<file path="src/rtl/pipe_hazard_unit.sv">
// Hazard/forwarding/stall controller beside decode: zero-latency combinational controls from tracked stage state.
// No handshake; hold freezes all state and forces stall, a load-use hazard stalls IF/ID and bubbles ID/EX.
module pipe_hazard_unit #(
   parameter int REG_AW   = 5,
   parameter int DEPTH    = 3,
   parameter int LOAD_RDY = 1,
   parameter int CNT_W    = 16,
   parameter int SELW     = $clog2(DEPTH + 1)
) (
   input  logic              clk,
   input  logic              rst,
   input  logic              hold,
   input  logic              id_valid,
   input  logic [REG_AW-1:0] id_rs,
   input  logic [REG_AW-1:0] id_rt,
   input  logic              id_use_rs,
   input  logic              id_use_rt,
   input  logic [REG_AW-1:0] id_dst,
   input  logic              id_wen,
   input  logic              id_is_load,
   input  logic              redirect,
   output logic              stall,
   output logic              bubble,
   output logic              flush_ifid,
   output logic [SELW-1:0]   fwd_rs,
   output logic [SELW-1:0]   fwd_rt,
   output logic [CNT_W-1:0]  stall_cnt
);

   logic [DEPTH-1:0]  v_q;
   logic [DEPTH-1:0]  wen_q;
   logic [DEPTH-1:0]  ld_q;
   logic [REG_AW-1:0] dst_q [DEPTH];

   logic late_rs;
   logic late_rt;
   logic load_use;

   // Scan oldest to youngest so the youngest producer overwrites the select last.
   always_comb begin
      fwd_rs  = '0;
      fwd_rt  = '0;
      late_rs = 1'b0;
      late_rt = 1'b0;
      for (int k = DEPTH - 1; k >= 0; k--) begin
         if (v_q[k] && wen_q[k] && dst_q[k] == id_rs && id_rs != '0) begin
            fwd_rs  = SELW'(k + 1);
            late_rs = ld_q[k] && (k < LOAD_RDY);
         end
         if (v_q[k] && wen_q[k] && dst_q[k] == id_rt && id_rt != '0) begin
            fwd_rt  = SELW'(k + 1);
            late_rt = ld_q[k] && (k < LOAD_RDY);
         end
      end
   end

   assign load_use   = id_valid && ((id_use_rs && late_rs) || (id_use_rt && late_rt));
   assign stall      = hold || load_use;
   assign bubble     = load_use && !hold;
   assign flush_ifid = redirect && !stall;

   always_ff @(posedge clk) begin
      if (rst) begin
         v_q       <= '0;
         stall_cnt <= '0;
      end else if (!hold) begin
         v_q[0] <= id_valid && !bubble;
         for (int k = 1; k < DEPTH; k++) begin
            v_q[k] <= v_q[k-1];
         end
         if (load_use && stall_cnt != '1) begin
            stall_cnt <= stall_cnt + CNT_W'(1);
         end
      end
   end

   // Payload fields are qualified by v_q, so they need no reset.
   always_ff @(posedge clk) begin
      if (!hold) begin
         dst_q[0] <= id_dst;
         wen_q[0] <= id_wen;
         ld_q[0]  <= id_is_load;
         for (int k = 1; k < DEPTH; k++) begin
            dst_q[k] <= dst_q[k-1];
            wen_q[k] <= wen_q[k-1];
            ld_q[k]  <= ld_q[k-1];
         end
      end
   end

endmodule

</file>
<file path="config.mk">
export PLATFORM = sky130hd
export DESIGN_NAME = pipe_hazard_unit
export DESIGN_NICKNAME = d
export VERILOG_FILES = /design/src/rtl/pipe_hazard_unit.sv
export SDC_FILE = /design/constraint.sdc
export NUM_CORES = 1
export LEC_CHECK = 0
export ABC_AREA = 1
export BUFFER_PORTS_ARGS = -buffer_cell sky130_fd_sc_hd__buf_2
export CORE_MARGIN = 10
export CORE_UTILIZATION = 52
export CTS_BUF_LIST = sky130_fd_sc_hd__clkbuf_4
export CTS_CLUSTER_DIAMETER = 150
export DETAILED_ROUTE_END_ITERATION = 6
export PLACE_DENSITY = 0.81
export SYNTH_ARGS = -nofsm -noshare
export SYNTH_HDL_FRONTEND = slang
export SYNTH_SLANG_ARGS = --single-unit
</file>
<file path="constraint.sdc">
create_clock -name clk -period 3.8 [get_ports clk]
set_input_delay 0.38 -clock clk [delete_from_list [all_inputs] [get_ports clk]]
set_output_delay 0.38 -clock clk [all_outputs]
set_load 0.01 [all_outputs]
</file>
==> impl_results.md <==
- Crit. End Element: output port
- Crit Path Class: reg -> out
- Die footprint: 7529 um^2
- Clk pwr share: 27.3%
- DR iter-0 viols: 73
- Clk Latency, worst-skew pair: 0.35 ns
- Most common cell after layout, fill and taps aside: nand2_1
- Final instance area: 2653 um^2
- Clock Sinks: 38
- Row count: 24
- Sequential share of power: 60.8%
- Port Buf Inserts: 46
- Core area: 4324 um^2
- Worst reg2reg path startpoint: dst_q[0][1]$_DFFE_PN_
- # nets final: 391
- Cells after Synth: 315
- Max Buffers Root-to-Sink: 2
- Placed cells: 411
- CP Launch Point: dst_q[0][1]$_DFFE_PN_
- Resized Gates After CTS: 0
- RePlAce Congestion: 0.9014
- P_leak: 1.244 nW
- Hpwl dp: 4358 um
- CP Data Required Time: 3.42 ns
- Slew Viols, Final: 0
- Worst slack at placement: 1.747 ns
- Clock skew: 0.01712 ns
- Post-synthesis sequential area ratio: 41.01%
- Drt pass-1 iters: 4
- Ant diodes: 0
- Initial antenna violation count: 0
- Wire per inst: 12.82 um
- Slew headroom: 57.93%
- Final setup margin: 1.490 ns
- Drt drc: 0
- Setup TNS: 0 ns
- Pwr Total: 0.7662 mW
- Worst Tran Pin Value: 0.6304 ns
- Yosys reg bits: 38
- Hold_sp: rst
- Top-area cell type share of the netlist area: 24.61%
- Post-CTS Setup Inserts: 0
- Total gr overflow: 0
- Synth warnings: 0
- # IOs: 47
- Comb pwr share: 11.9%
- Crit path launch type: register
- H-tree depth: 2
- Via count: 2124
- Unrepaired setup endpoints after global routing: no
- Pwr dens: 288.8 nW/um^2
- Cell Area, Synth: 2318 um^2
- Clk root buf: clkbuf_4
- Post-synthesis cell type count: 38
- Power Internal: 0.5641 mW
- Syn_nets: 340
- Number of CTS-inserted buffers: 5
- WL final: 5371 um
- DR vias/cell: 5.069
- Finish-stage setup viols: 0
- Layout area overhead: 14.41%
- Vias in the first global route: 2053
- Die height: 86.77 um
- Starting Density: 53.62%
- Hold buffers post-CTS: 0
- Final hold violations: 0
- Largest net degree at the start of global routing: 20
- Finished Layout Cells: 419
- Status: finished clean
- TritonCTS clock tree: done
- Final period util: 60.79%
- Dpl cell area: 2597 um^2
- First-pass GRT wire length: 9163 um
- Maximum VDD drop: 0.1986 mV
- Fin crit period: 2.310 ns
- Cell taking the most area after synthesis: edfxtp_1
- Antenna violation net count after detailed routing: 0
- Util after Layout: 61.34%
- Die X: 86.77 um
- Hold Crit Class: in -> reg
- GRT Total Usage: 14.69%
- Syn avg cell area: 7.360 um^2
- Switching power share of the total: 26.38%
- Hold_ws: 0.1956 ns
- Reg clk slew, reported paths: 0.11 ns
- Psw: 0.2021 mW
- Crit path DAT: 1.93 ns
- Commonest non-fill, non-tap cells in the layout: nand2_1, inv_1, buf_2, nor2_1
- Layout cells sized above 1: 23.71%
- Worst-path fanout max: 10
- Max-cap violations: 0
- Maximum achievable frequency: 0.4329 GHz
- Area contributors post-synth: edfxtp_1, dfxtp_1, nand2_1, inv_1, nor2_1
final cells by class:
type                       instances  area [um^2]
sequential                        38        950.9
clock inverter                     2        10.01
multi-input combinational        215         1122
inverter                          59        221.5
timing repair buffer              47        237.7
fill                             411         1672
clock buffer                       6        45.04
tap                               52        65.06
worst max-delay path: stages (launching register included):
cell and delay [ns]:
edfxtp_1 0.49, xnor2_1 0.18, nand2_1 0.07, nor2_1 0.16
nand3_2 0.11, nand2_4 0.14, nand2_1 0.11, nor2_1 0.15
buf_2 0.16
synthesized netlist by cell type:
cell	count
a21oi_1	2
o21bai_2	6
o21ai_2	1
nand2_4	1
nor2_4	2
a211oi_1	1
nor3_1	1
o2111ai_1	1
nor4_1	2
o21ai_1	1
a21boi_0	1
nor2_1	43
nand4_1	14
buf_8	1
inv_2	8
o21ai_0	11
inv_1	50
or2_1	1
nand3_4	1
xnor2_1	9
buf_2	1
o21a_1	1
nand2_2	1
nor3b_1	1
ha_1	1
o211ai_1	1
or2_2	2
nand4_2	1
nand3_1	6
dfxtp_1	19
edfxtp_1	19
nor2_2	6
clkinv_1	1
clkbuf_1	1
nand2_1	87
xor2_1	5
nand3_2	3
nand3b_1	2
state kept, by name, summed over array words and instances (netlist names):
| register | cells |
|---|---|
| stall_cnt | 16 |
| v_q | 3 |
| ld_q | 1 |
| wen_q | 3 |
| dst_q | 15 |
cell families after synthesis:
kind of cell               Yosys count  share of synthesized area [%]
buffers and inverters               62                          10.58
and+or+nand+nor                    174                          34.59
DFF                                 38                          41.01
xor gates and xnor gates            14                          5.289
AOI/OAI and AO/OA                   26                          7.987
adders and majority gates            1                         0.5396
per-layer routing:
layer	vias up	GRT usage [%]	share of wire, %
li1	1088	-	-
met2	61	25.77	49
met3	6	4.784	7.5
met4	0	4.860	1.1
met5	-	0	0
met1	969	16.26	43
worst paths after layout:
path / end / slack (ns) / depth (start not counted)
max: bubble / 1.49 / 8
min: v_q[0]$_SDFFE_PP0N_ / 0.20 / 2
max reg2reg: stall_cnt[5]$_SDFFE_PP0P_ / 1.98 / 8
min reg2reg: wen_q[1]$_DFFE_PN_ / 0.46 / 0
power groups by stage:
stage,Sequential (mW),Combinational [mW],Clock (mW)
floorplan,0.469,0.0598,0
finish,0.466,0.0912,0.209
global placement,0.475,0.0894,0
detailed placement,0.476,0.0911,0
CTS,0.466,0.0915,0.213
global route,0.469,0.103,0.229
Power figures use the tool's default switching activity.
